===== config.mk =====
export PLATFORM = sky130hd
export DESIGN_NAME = axis_bram_adapter_v1_0_rd_stream_flat
export DESIGN_NICKNAME = d
export VERILOG_FILES = /design/src/rtl/axis_bram_adapter_v1_0_rd_stream_if.sv /design/src/rtl/axis_bram_adapter_v1_0_rd_stream.sv /design/src/flat_wrapper.sv
export SDC_FILE = /design/constraint.sdc
export NUM_CORES = 1
export LEC_CHECK = 0
export CORE_MARGIN = 2
export CORE_UTILIZATION = 60
export CTS_BUF_LIST = sky130_fd_sc_hd__clkbuf_8 sky130_fd_sc_hd__clkbuf_16
export CTS_CLUSTER_DIAMETER = 50
export CTS_CLUSTER_SIZE = 10
export DETAILED_ROUTE_END_ITERATION = 8
export PLACE_DENSITY_LB_ADDON = 0.08
export SLEW_MARGIN = 10
export SYNTH_ARGS = -nofsm -noshare
export SYNTH_HDL_FRONTEND = slang
export SYNTH_SLANG_ARGS = --single-unit

===== constraint.sdc =====
create_clock -name clk -period 8.7 [get_ports clk]
set_input_delay 0.87 -clock clk [delete_from_list [all_inputs] [get_ports clk]]
set_output_delay 0.87 -clock clk [all_outputs]
set_load 0.01 [all_outputs]

===== src/rtl/axis_bram_adapter_v1_0_rd_stream_if.sv =====
// AXI-Stream link carrying words out of the BRAM read stream engine.
interface axis_bram_adapter_v1_0_rd_stream_if #(
  parameter int unsigned DATA_WIDTH = 32
);
  logic [DATA_WIDTH-1:0] tdata;
  logic                  tvalid;
  logic                  tready;
  logic                  tlast;

  modport master (output tdata, output tvalid, output tlast, input tready);
  modport slave  (input tdata, input tvalid, input tlast, output tready);
endinterface


===== src/rtl/axis_bram_adapter_v1_0_rd_stream.sv =====
// Reads an inclusive BRAM address range and streams it out over AXI-Stream,
// absorbing the BRAM read latency through a credit-managed output FIFO.
module axis_bram_adapter_v1_0_rd_stream #(
  parameter int unsigned DATA_WIDTH   = 32,
  parameter int unsigned ADDR_WIDTH   = 9,
  parameter int unsigned BRAM_LATENCY = 1,
  parameter int unsigned FIFO_DEPTH   = 4
) (
  input  logic                  clk,
  input  logic                  rstn,
  input  logic                  start,
  input  logic [ADDR_WIDTH-1:0] index_cntl,
  input  logic [ADDR_WIDTH-1:0] size_cntl,
  output logic                  busy,
  output logic                  done,
  output logic                  bram_en,
  output logic [ADDR_WIDTH-1:0] bram_index,
  input  logic [DATA_WIDTH-1:0] bram_dout,
  axis_bram_adapter_v1_0_rd_stream_if.master m_axis
);

  localparam int unsigned PTR_W = (FIFO_DEPTH > 1) ? $clog2(FIFO_DEPTH) : 1;
  // spare bit so fifo_count + inflight cannot wrap
  localparam int unsigned CNT_W = $clog2(FIFO_DEPTH + 1) + 1;

  localparam logic [CNT_W-1:0]      DEPTH_C  = CNT_W'(FIFO_DEPTH);
  localparam logic [CNT_W-1:0]      CNT_ONE  = CNT_W'(1);
  localparam logic [PTR_W-1:0]      PTR_LAST = PTR_W'(FIFO_DEPTH - 1);
  localparam logic [PTR_W-1:0]      PTR_ONE  = PTR_W'(1);
  localparam logic [ADDR_WIDTH:0]   REM_ONE  = (ADDR_WIDTH + 1)'(1);
  localparam logic [ADDR_WIDTH-1:0] ADDR_ONE = ADDR_WIDTH'(1);

  typedef enum logic [1:0] {
    S_IDLE,
    S_RUN,
    S_DRAIN,
    S_DONE
  } state_t;

  state_t                  state;
  logic [ADDR_WIDTH-1:0]   addr;
  logic [ADDR_WIDTH:0]     remaining;
  logic                    issue_last;
  logic [ADDR_WIDTH-1:0]   span;

  logic [BRAM_LATENCY-1:0] tag_vld;
  logic [BRAM_LATENCY-1:0] tag_last;

  logic [DATA_WIDTH-1:0]   fifo_data [FIFO_DEPTH];
  logic [FIFO_DEPTH-1:0]   fifo_last;
  logic [PTR_W-1:0]        wr_ptr;
  logic [PTR_W-1:0]        rd_ptr;
  logic [CNT_W-1:0]        fifo_count;
  logic [CNT_W-1:0]        inflight;

  logic                    issue;
  logic                    push;
  logic                    push_last;
  logic                    pop;

  function automatic logic [PTR_W-1:0] ptr_next(input logic [PTR_W-1:0] p);
    return (p == PTR_LAST) ? '0 : p + PTR_ONE;
  endfunction

  assign span      = size_cntl - index_cntl;
  assign push      = tag_vld[BRAM_LATENCY-1];
  assign push_last = tag_last[BRAM_LATENCY-1];
  assign pop       = m_axis.tvalid & m_axis.tready;

  // Credit check uses the occupancy before this cycle's pop, so the FIFO can
  // never be full when an in-flight word lands.
  assign issue = (state == S_RUN) && (remaining != '0) &&
                 ((fifo_count + inflight) < DEPTH_C);

  assign m_axis.tvalid = (fifo_count != '0);
  assign m_axis.tdata  = m_axis.tvalid ? fifo_data[rd_ptr] : '0;
  assign m_axis.tlast  = m_axis.tvalid & fifo_last[rd_ptr];

  always_ff @(posedge clk or negedge rstn) begin : fsm
    if (!rstn) begin
      state      <= S_IDLE;
      busy       <= 1'b0;
      done       <= 1'b0;
      bram_en    <= 1'b0;
      bram_index <= '0;
      addr       <= '0;
      remaining  <= '0;
      issue_last <= 1'b0;
    end else begin
      bram_en <= 1'b0;
      done    <= 1'b0;
      case (state)
        S_IDLE: begin
          if (start) begin
            addr      <= index_cntl;
            remaining <= {1'b0, span} + REM_ONE;
            busy      <= 1'b1;
            state     <= S_RUN;
          end
        end
        S_RUN: begin
          if (issue) begin
            bram_en    <= 1'b1;
            bram_index <= addr;
            issue_last <= (remaining == REM_ONE);
            addr       <= addr + ADDR_ONE;
            remaining  <= remaining - REM_ONE;
            if (remaining == REM_ONE) begin
              state <= S_DRAIN;
            end
          end
        end
        S_DRAIN: begin
          if (pop && m_axis.tlast) begin
            busy  <= 1'b0;
            done  <= 1'b1;
            state <= S_DONE;
          end
        end
        S_DONE: begin
          state <= S_IDLE;
        end
        default: begin
          state <= S_IDLE;
        end
      endcase
    end
  end

  // Tags trail bram_en by BRAM_LATENCY cycles, lining up with bram_dout.
  always_ff @(posedge clk or negedge rstn) begin : datapath
    if (!rstn) begin
      tag_vld    <= '0;
      tag_last   <= '0;
      wr_ptr     <= '0;
      rd_ptr     <= '0;
      fifo_count <= '0;
      inflight   <= '0;
    end else begin
      tag_vld  <= (tag_vld << 1) | BRAM_LATENCY'(bram_en);
      tag_last <= (tag_last << 1) | BRAM_LATENCY'(issue_last);

      if (push) begin
        wr_ptr <= ptr_next(wr_ptr);
      end
      if (pop) begin
        rd_ptr <= ptr_next(rd_ptr);
      end

      case ({push, pop})
        2'b10:   fifo_count <= fifo_count + CNT_ONE;
        2'b01:   fifo_count <= fifo_count - CNT_ONE;
        default: fifo_count <= fifo_count;
      endcase

      case ({issue, push})
        2'b10:   inflight <= inflight + CNT_ONE;
        2'b01:   inflight <= inflight - CNT_ONE;
        default: inflight <= inflight;
      endcase
    end
  end

  always_ff @(posedge clk) begin : fifo_store
    if (push) begin
      fifo_data[wr_ptr] <= bram_dout;
      fifo_last[wr_ptr] <= push_last;
    end
  end

endmodule


===== src/flat_wrapper.sv =====
// flat-port wrapper written by rule: the top's interface ports become plain ports
module axis_bram_adapter_v1_0_rd_stream_flat 
#(
  parameter int unsigned DATA_WIDTH   = 32,
  parameter int unsigned ADDR_WIDTH   = 9,
  parameter int unsigned BRAM_LATENCY = 1,
  parameter int unsigned FIFO_DEPTH   = 4
)
  (clk, rstn, start, index_cntl, size_cntl, busy, done, bram_en, bram_index, bram_dout, m_axis_tdata, m_axis_tvalid, m_axis_tlast, m_axis_tready);
  axis_bram_adapter_v1_0_rd_stream_if #(.DATA_WIDTH(DATA_WIDTH)) m_axis_i ();
  input  logic clk;
  input  logic rstn;
  input  logic start;
  input  logic [ADDR_WIDTH-1:0] index_cntl;
  input  logic [ADDR_WIDTH-1:0] size_cntl;
  output logic busy;
  output logic done;
  output logic bram_en;
  output logic [ADDR_WIDTH-1:0] bram_index;
  input  logic [DATA_WIDTH-1:0] bram_dout;
  output wire logic [$bits(m_axis_i.tdata)-1:0] m_axis_tdata;
  output wire logic [$bits(m_axis_i.tvalid)-1:0] m_axis_tvalid;
  output wire logic [$bits(m_axis_i.tlast)-1:0] m_axis_tlast;
  input wire logic [$bits(m_axis_i.tready)-1:0] m_axis_tready;
  assign m_axis_tdata = m_axis_i.tdata;
  assign m_axis_tvalid = m_axis_i.tvalid;
  assign m_axis_tlast = m_axis_i.tlast;
  assign m_axis_i.tready = m_axis_tready;
  axis_bram_adapter_v1_0_rd_stream #(.DATA_WIDTH(DATA_WIDTH), .ADDR_WIDTH(ADDR_WIDTH), .BRAM_LATENCY(BRAM_LATENCY), .FIFO_DEPTH(FIFO_DEPTH)) u_core (.clk(clk), .rstn(rstn), .start(start), .index_cntl(index_cntl), .size_cntl(size_cntl), .busy(busy), .done(done), .bram_en(bram_en), .bram_index(bram_index), .bram_dout(bram_dout), .m_axis(m_axis_i));
endmodule

==> results of run 1 <==
-- cell families after synthesis --
logic type / count (synthesis) / share of synthesized area [%]
DFF: 180 / 61.94
and+or+nand+nor: 171 / 11.43
AOI/OAI and AO/OA: 84 / 6.932
buffers and inverters: 48 / 2.251
muxes: 43 / 10.20
adders and majority gates: 31 / 4.831
xor gates and xnor gates: 23 / 2.416
-- final timing paths --
path,from,end,slack [ps]
setup / recovery,u_core.state[1]$_DFFE_PN0P_,u_core.remaining[0]$_DFFE_PN0P_,4730
hold / removal,rstn,u_core.push$_DFF_PN0_,390
setup reg to reg,u_core.state[1]$_DFFE_PN0P_,u_core.remaining[0]$_DFFE_PN0P_,4730
hold reg to reg,u_core.issue_last$_DFFE_PN0P_,u_core.push_last$_DFF_PN0_,410
max in group asynchronous,rstn,u_core.remaining[9]$_DFFE_PN0P_,7780
min in group clk,u_core.issue_last$_DFFE_PN0P_,u_core.push_last$_DFF_PN0_,410
-- state kept, by name (all words and copies together), names as in the netlist --
signal             count
u_core.inflight        4
u_core.fifo_data     128
u_core.done            1
u_core.remaining      10
u_core.state           2
u_core.bram_en         1
u_core.wr_ptr          2
u_core.fifo_count      4
u_core.push_last       1
u_core.rd_ptr          2
u_core.addr            9
u_core.fifo_last       4
u_core.push            1
u_core.busy            1
u_core.issue_last      1
u_core.bram_index      9
-- layout make-up --
| cell class | instances | share of cell area [%] |
|---|---|---|
| clock buffers | 17 | 4.188 |
| clock inverters | 14 | 2.316 |
| inverters | 25 | 0.9238 |
| multi-input cells | 352 | 29.45 |
| flip-flops and latches | 180 | 50.86 |
| well taps | 180 | 2.217 |
| repair buffers | 102 | 10.05 |
-- per-stage QoR --
| stage | hold WS (ps) | cells | utilization, % |
|---|---|---|---|
| 2_1_floorplan | 353.5 | 580 | - |
| 3_3_place_gp | 383.9 | 838 | 69.08 |
| 3_5_place_dp | 386.7 | 838 | 69.08 |
| 4_1_cts | 402.6 | 869 | 73.90 |
| 5_1_grt | 395.8 | 870 | 74.04 |
| 6_report | 386.8 | 870 | 74.04 |
-- Yosys cell counts, types with 11 or more instances --
| cell type | instances | area (um^2) |
|---|---|---|
| ha_1 | 29 | 362.9 |
| o21ai_0 | 19 | 95.09 |
| nor2_1 | 14 | 52.55 |
| a21oi_1 | 19 | 95.09 |
| dfrtp_1 | 48 | 1201 |
| xor2_1 | 13 | 113.9 |
| clkbuf_1 | 16 | 60.06 |
| mux4_2 | 33 | 743.2 |
| nand3_1 | 11 | 55.05 |
| inv_1 | 24 | 90.09 |
| nand2_1 | 49 | 183.9 |
| and2_1 | 40 | 250.2 |
| edfxtp_1 | 132 | 3964 |
-- metal layers --
metal / track usage [%] / vias to the layer above / share of wire (%)
li1: - / 2394 / -
met1: 30.06 / 2637 / 41
met2: 42.95 / 147 / 53
met3: 4.682 / 22 / 3.9
met4: 8.477 / 0 / 1.8
met5: 0 / - / 0
-- worst reg2reg max path, cell delays in order, from the launching register on --
cell      delay, ps
dfrtp_1         410
inv_1            90
ha_1            810
nor3b_2         340
mux2i_1         180
nor3_4          510
inv_2           270
a21oi_1         840
nand3_1         210
o311ai_0        170
-- power groups by stage --
stage                     logic (mW)  registers, mW  clock network [mW]
after global routing            1.45           1.21               0.885
after detailed placement        1.31           1.21                   0
after global placement          1.27           1.20                   0
final                           1.32           1.20               0.844
after CTS                       1.33           1.19               0.853
after floorplan                0.864           1.17                   0
-- layout by cell type, fill, tap and decap left out, drive strengths merged, types with 4 or more instances in the layout --
cell type / instances
nor2b: 4
clkbuf: 17
mux2i: 4
nor3: 8
inv: 25
and3: 10
ha: 29
dfrtp: 48
nor4: 4
nand2b: 6
mux2: 6
a211oi: 6
mux4: 33
xnor2: 10
and2: 40
a21oi: 19
a21o: 6
clkinv: 5
or4: 5
a22oi: 6
a2111oi: 4
nor2: 14
o211ai: 7
xor2: 13
edfxtp: 132
nand4b: 4
nand2: 49
nand4: 5
nand3: 11
o21ai: 19
buf: 4
bufinv: 6
clkdlybuf4s50: 98
==> results by stage, run 1 <==
Clocking:
- Once the clock tree was built, the resizer swapped 0 gates to a different size.
- Clock-pin slew was measured on the worst setup and hold paths at 60 ps.
- The TritonCTS clock tree is built.
- The H-tree generated during clock tree synthesis spans 4 levels.
- The count of buffers added by post-CTS timing repair for setup is 0.
- After clock tree synthesis, the flow added hold-fix buffers numbering 0.
- The maximum clock path buffer count is 2.
- Clock tree synthesis found a total of 180 sinks.
- The number of CTS-inserted buffers is 17.
- The clock latency on the worst-skew pair is 430 ps.
- In this run the clock root is driven by a clkbuf_16.

Power:
- Combinational logic burns 39.2% of the power.
- Net switching is 32.59% of the power.
- Sequential cells account for 35.7% of the total power.
- Dividing total power by cell area gives a power density of 330.4 nW/um^2.
- The worst vdd rail ir drop is 236.3 uV.
- The completed layout was analyzed and its total power is 3.357 mW.
- The clock network is responsible for roughly a quarter of the overall power.
- The analysis attributes to cell leakage a power of 3.739 nW.
- The power spent charging and discharging nets is 1.094 mW.
- Internal power comes to about 2.3 mW.

Floorplan:
- The vertical extent of the die is 121.9 um.
- The row count is 43.
- For this configuration, the core starts out at a cell density of between 60% and 70%.
- The floorplan step defined a core boundary enclosing 13720 um^2.
- The die width is 121.9 um.
- 100 I/O pins were placed.
- The die covers 14860 um^2.

STA:
- The slack of the critical path is 4734 ps.
- The maximum frequency from static timing analysis is 0.2522 GHz.
- The worst path in the final design needs a cycle of 3966 ps, including I/O delays and setup.
- The total negative slack is 0 ps.
- The worst slew margin relative to its limit is 23.49%.
- The worst path uses a little under half of the clock period.
- Between clock sinks in the finished design, the worst skew comes to 9.798 ps.
- The max-slew violation total from the final report is 0.
- At the pin with the least slew margin, the transition time is 1148 ps.
- The final setup violation count is 0.
- The final count of hold timing violations is 0.
- Setup repair after global routing left no endpoint under its margin.

Route:
- For this run, design rule violations remaining after detail routing come to 0.
- After detailed routing, the number of vias per cell comes to 5.977.
- The final routed wire length divided by cell count is 19.41 um.
- The number of optimization iterations in the first detailed-route pass is 5.
- Summed over all layers, the routed wires come to 16890 um.
- In this run the remaining antenna-violating nets after routing total 0.
- The detailed router finished its first iteration with 420 violations.
- The total via count after detailed routing is 5200.

Setup path:
- The count of buffer and inverter cells on the critical path is 2.
- The critical path in this run is classified as register to register.
- The required time of the worst setup path is 8980 ps.
- The biggest cell delay along the critical path is between 800 and 900 ps.
- STA puts the critical path data arrival time at roughly 4300 ps.
- Traced cell by cell, the critical path runs through inv_1, ha_1, nor3b_2, mux2i_1, nor3_4, inv_2, a21oi_1, nand3_1, o311ai_0.
- STA classifies the critical path startpoint as a register.
- The largest fanout of any net on the critical path is 28.
- The largest individual stage delay along the critical path comes from the cell a21oi_1.
- STA classifies the critical path endpoint as a register.
- Counting cells, the worst reg-to-reg path comes to 9.
- Grouping stages by cell kind, the critical path spends the most delay in simple AND/OR/NAND/NOR gates.
- The critical path runs through a total of 9 cells.

Synth:
- Of all flip-flops after synthesis, the portion carrying an async set or reset was about a quarter.
- The share of the Yosys chip area taken by registers is 61.94%.
- Synthesis handed over a netlist of 580 instances.
- The number of distinct library cell variants in the gate-level netlist after synthesis is 57.
- The count of flip-flops with a built-in enable after synthesis is 132.
- The Yosys step of the flow raised 0 warnings.
- The number of synthesized register bits is 180.
- The net count after synthesis is 665.
- The prevailing post-synth register cell is edfxtp_1.
- The cell area after synthesis is 8339 um^2.
- The synthesized area divided by synthesized cell count is 14.38 um^2.

Global route:
- The initial antenna violation count is 0.
- The total track usage is approximately a quarter.
- After global routing the overflow that remains totals 0.
- The first global-routing pass estimated 27360 um of wire.
- The via count of the first global-routing pass was 5410.
- The maximum number of pins on one net before global-route repair is 49.

Place:
- The final HPWL from detailed placement is roughly 11000 um.
- Timing analysis after detailed placement gives a worst setup slack of 4820 ps.
- The number of buffers inserted by port buffering is 99.
- The weighted congestion at the end of routability-driven global placement is 0.8419.
- In this run the cell area measured after placement is between 9000 and 10000 um^2.

Final layout:
- Once layout is done, the placed cells without fillers occupy 10160 um^2.
- Cells with a size suffix above 1 make up approximately an eighth of the layout.
- The repair_antennas step left the layout with diodes totalling 0.
- Across the whole layout, storage elements account for 5166 um^2.
- The net count reported at finish is roughly 760.
- The layout overhead on the synthesized area is 21.82%.
- The layout has a little under 900 filler cells.
- In the final layout, the multi-input gates occupy about 3000 um^2.

Run:
- Across the run, the number of max-cap violations was 0.

Min path:
- The worst hold path belongs to the class input pin to async pin.

Status:
- The run finished with clean final reports.
Power figures use the tool's default switching activity.
==> inputs of run 2 (changes only) <==
CORE_UTILIZATION = 56   (was 60)
clock period = 3.8 ns   (was 8.7 ns; I/O delays follow)
==> run 2 against run 1 <==
Against the previous run:
- wire length decreased by 1.5%
- via count increased by 0.12%
- worst setup slack got worse by 4100 ps
- power increased by 120%
- core utilization decreased by 4.8 points
- die area increased by 6.9%
==> results by stage, run 2 (synthesis gave the netlist of run 1 again) <==
STA:
- Dividing the final minimum period by the clock period gives 84.07%.
- RSZ-0062 raised after global routing: no (unchanged).
- The worst hold slack is 388.4 ps (was 386.8 ps).
- The total negative slack was 0 ps (unchanged).
- The transition at the pin with the smallest max-transition slack is 928.5 ps (was 1148 ps).
- The final count of hold timing violations is 0 (unchanged).
- The worst slew margin relative to its limit was 38.10% (was 23.49%).
- The final clock skew is 7.810 ps (was 9.798 ps).
- The clock period could shrink to 3195 ps.
- The final setup violation count is 0 (unchanged).
- The slack of the critical path is 605.5 ps (was 4734 ps).
- Static timing analysis puts the maximum clock frequency at 0.3130 GHz.
- The max-slew violation total from the final report is 0 (unchanged).

Setup path:
- The terminus of the critical flop-to-flop path is u_core.inflight[3]$_DFFE_PN0P_ (was u_core.remaining[0]$_DFFE_PN0P_).
- The slack of the worst reg-to-reg path came to 890 ps (was 4730 ps).
- The type of the worst setup path was register to output port (was register to register).
- The largest fanout of any net on the critical path is 25 (was 28).
- The element type at the critical path start is a register (unchanged).
- The origin of the critical flop-to-flop path is u_core.inflight[2]$_DFFE_PN0P_ (was u_core.state[1]$_DFFE_PN0P_).
- The category of the worst setup path capture point is an output port (was register).
- The path depth of the worst reg2reg path was 10 (was 9).
- The required time of the worst setup path is 3420 ps (was 8980 ps).
- The critical path arrival was 2810 ps (was 4250 ps).

Route:
- The violation count after the first detailed-routing iteration is 417 (was 420).
- The final routed wire length divided by cell count is 18.93 um (was 19.41 um).
- The number of nets with antenna violations after detailed routing came to 0 (unchanged).
- The final wirelength is 16640 um (was 16890 um).
- The average via count per standard cell is 5.923 (was 5.977).
- The final routed DRC violation total was 0 (unchanged).
- The total via count after detailed routing came to 5206 (was 5200).
- The number of optimization iterations in the first detailed-route pass is 5 (unchanged).

Final layout:
- The number of flip-flops in the largest register is 128 (unchanged).
- The number of antenna cells inserted was 0 (unchanged).
- Most frequent cells in the layout: 132 x edfxtp_1, 98 x clkdlybuf4s50_1, 49 x nand2_1 (unchanged).
- Registers with the most flip-flops: u_core.fifo_data: 128 flops, u_core.remaining: 10 flops (unchanged).
- The most common cell after layout, fill and taps aside is edfxtp_1 (unchanged).
- The share of final-layout standard cells stronger than drive strength 1 is 12.95% (was 12.32%).
- The count of placed standard cells in the final layout, fillers left out is 879 (was 870).
- The post-route standard cell area excluding fillers is 10060 um^2 (was 10160 um^2).
- The core utilization of the finished layout was 69.25% (was 74.04%).
- The net count reported at finish is 768 (was 763).
- The top register by number of flip-flops is u_core.fifo_data (unchanged).
- The layout overhead on the synthesized area came to 20.69% (was 21.82%).

Place:
- The placement-stage cell area is 9522 um^2 (was 9478 um^2).
- The pre-CTS setup slack is 729.6 ps (was 4820 ps).
- The number of buffers inserted by port buffering came to 99 (unchanged).
- The weighted congestion at the end of routability-driven global placement is 0.9302 (was 0.8419).
- The cell count after placement came to 847 (was 838).
- The final HPWL from detailed placement was 10860 um (was 10910 um).

Global route:
- The maximum number of pins on one net before global-route repair is 36 (was 49).
- The via count of the first global-routing pass is 5332 (was 5410).
- The total track usage is 21.80% (was 24.31%).
- The residual overflow from global routing is 0 (unchanged).
- The initial antenna violation count is 0 (unchanged).
- The wire length of the first global-routing pass is 27030 um (was 27360 um).

Floorplan:
- The effective utilization at floorplan was 57.38% (was 60.78%).
- The area enclosed by the die boundary is 15880 um^2 (was 14860 um^2).
- The top-level I/O count was 100 (unchanged).
- The standard cell core area was 14530 um^2 (was 13720 um^2).
- The die width is 126.0 um (was 121.9 um).
- The vertical extent of the die is 126.0 um (was 121.9 um).
- The row count is 44 (was 43).

Clocking:
- The maximum clock path buffer count is 2 (unchanged).
- The clock latency on the worst-skew pair was 420 ps (was 430 ps).
- The total clock sinks is 180 (unchanged).
- The H-tree depth reported by CTS is 4 (unchanged).
- The root cell of the clock tree was clkbuf_16 (unchanged).
- The post-CTS clock slew at the launch and capture registers of the worst setup and hold paths is 60 ps (about the same).
- The number of CTS-inserted buffers is 17 (unchanged).
- The TritonCTS clock tree was built (unchanged).
- The count of buffers added by post-CTS timing repair for setup is 0 (unchanged).

Power:
- The worst vdd rail ir drop is 416.2 uV (was 236.3 uV).
- The areal power density over the cells is 730.0 nW/um^2 (was 330.4 nW/um^2).
- The clock network power share is 21.5% (was 25.1%).
- The share of total power consumed by net switching is 34.42% (was 32.59%).
- The power spent charging and discharging nets was 2.529 mW (was 1.094 mW).
- The leakage power figure is 3.696 nW (was 3.739 nW).
- The proportion of power drawn by flip-flops and latches was 38.8% (was 35.7%).
- The total chip power is 7.348 mW (was 3.357 mW).
- The internal power of the cells is 4.819 mW (was 2.263 mW).
- The combinational fraction of design power came to 39.7% (was 39.2%).

Min path:
- The worst hold path was traced through 0 stages.
- The worst hold path begins at u_core.bram_en$_DFF_PN0_.
- For hold timing, the worst endpoint is u_core.push$_DFF_PN0_.
- The classification of the worst-slack hold path is register to register (was input pin to async pin).

Status:
- Outcome: finished clean (unchanged).

Run:
- The number of maximum-capacitance constraint violations is 0 (unchanged).
==> run 2: how the worst max path moves through the flow <==
stage | slack, ps | startpoint | cells after the start | end
finish | 610 | u_core.rd_ptr[0]$_DFFE_PN0N_ | 4 | m_axis_tdata[21]
global placement | 830 | index_cntl[0] | 10 | u_core.remaining[8]$_DFFE_PN0P_
detailed placement | 730 | index_cntl[0] | 10 | u_core.remaining[9]$_DFFE_PN0P_
global route | 420 | u_core.rd_ptr[0]$_DFFE_PN0N_ | 4 | m_axis_tdata[21]
floorplan | 880 | u_core.inflight[1]$_DFFE_PN0P_ | 10 | u_core.inflight[3]$_DFFE_PN0P_
CTS | 530 | u_core.rd_ptr[0]$_DFFE_PN0N_ | 4 | m_axis_tdata[21]
==> run 2: critical path: stages (launching register included) <==
cell and delay (ps):
dfrtp_2 880, buf_4 330, mux4_2 530, and2_1 170, clkdlybuf4s50_1 470
==> run 2: layout make-up <==
cell class,instances,area [um^2]
Sequential cell,180,5167
Fill cell,1007,4469
Multi-Input combinational cell,352,2992
Timing Repair Buffer,107,1049
Clock buffer,17,425.4
Tap cell,184,230.2
Clock inverter,14,107.6
Inverter,25,93.84
==> run 2: layer usage <==
metal	global-route usage, %	vias to the layer above	part of all wire, %
met4	8.274	0	2.2
met3	4.121	24	4.1
li1	-	2413	-
met1	27.93	2620	42
met2	37.29	149	51
met5	0	-	0
==> run 2: what timing repair did <==
item,CTS,global route
resized for setup,0,0
hold buffers,1,0
endpoints found under the hold margin,24,0
==> run 2: power groups by stage <==
stage | sequential (mW) | clock (mW) | combinational, mW
detailed placement | 2.89 | 0 | 2.92
global placement | 2.87 | 0 | 2.83
finish | 2.85 | 1.58 | 2.92
floorplan | 2.68 | 0 | 1.98
global route | 2.91 | 1.69 | 3.19
CTS | 2.85 | 1.61 | 2.94
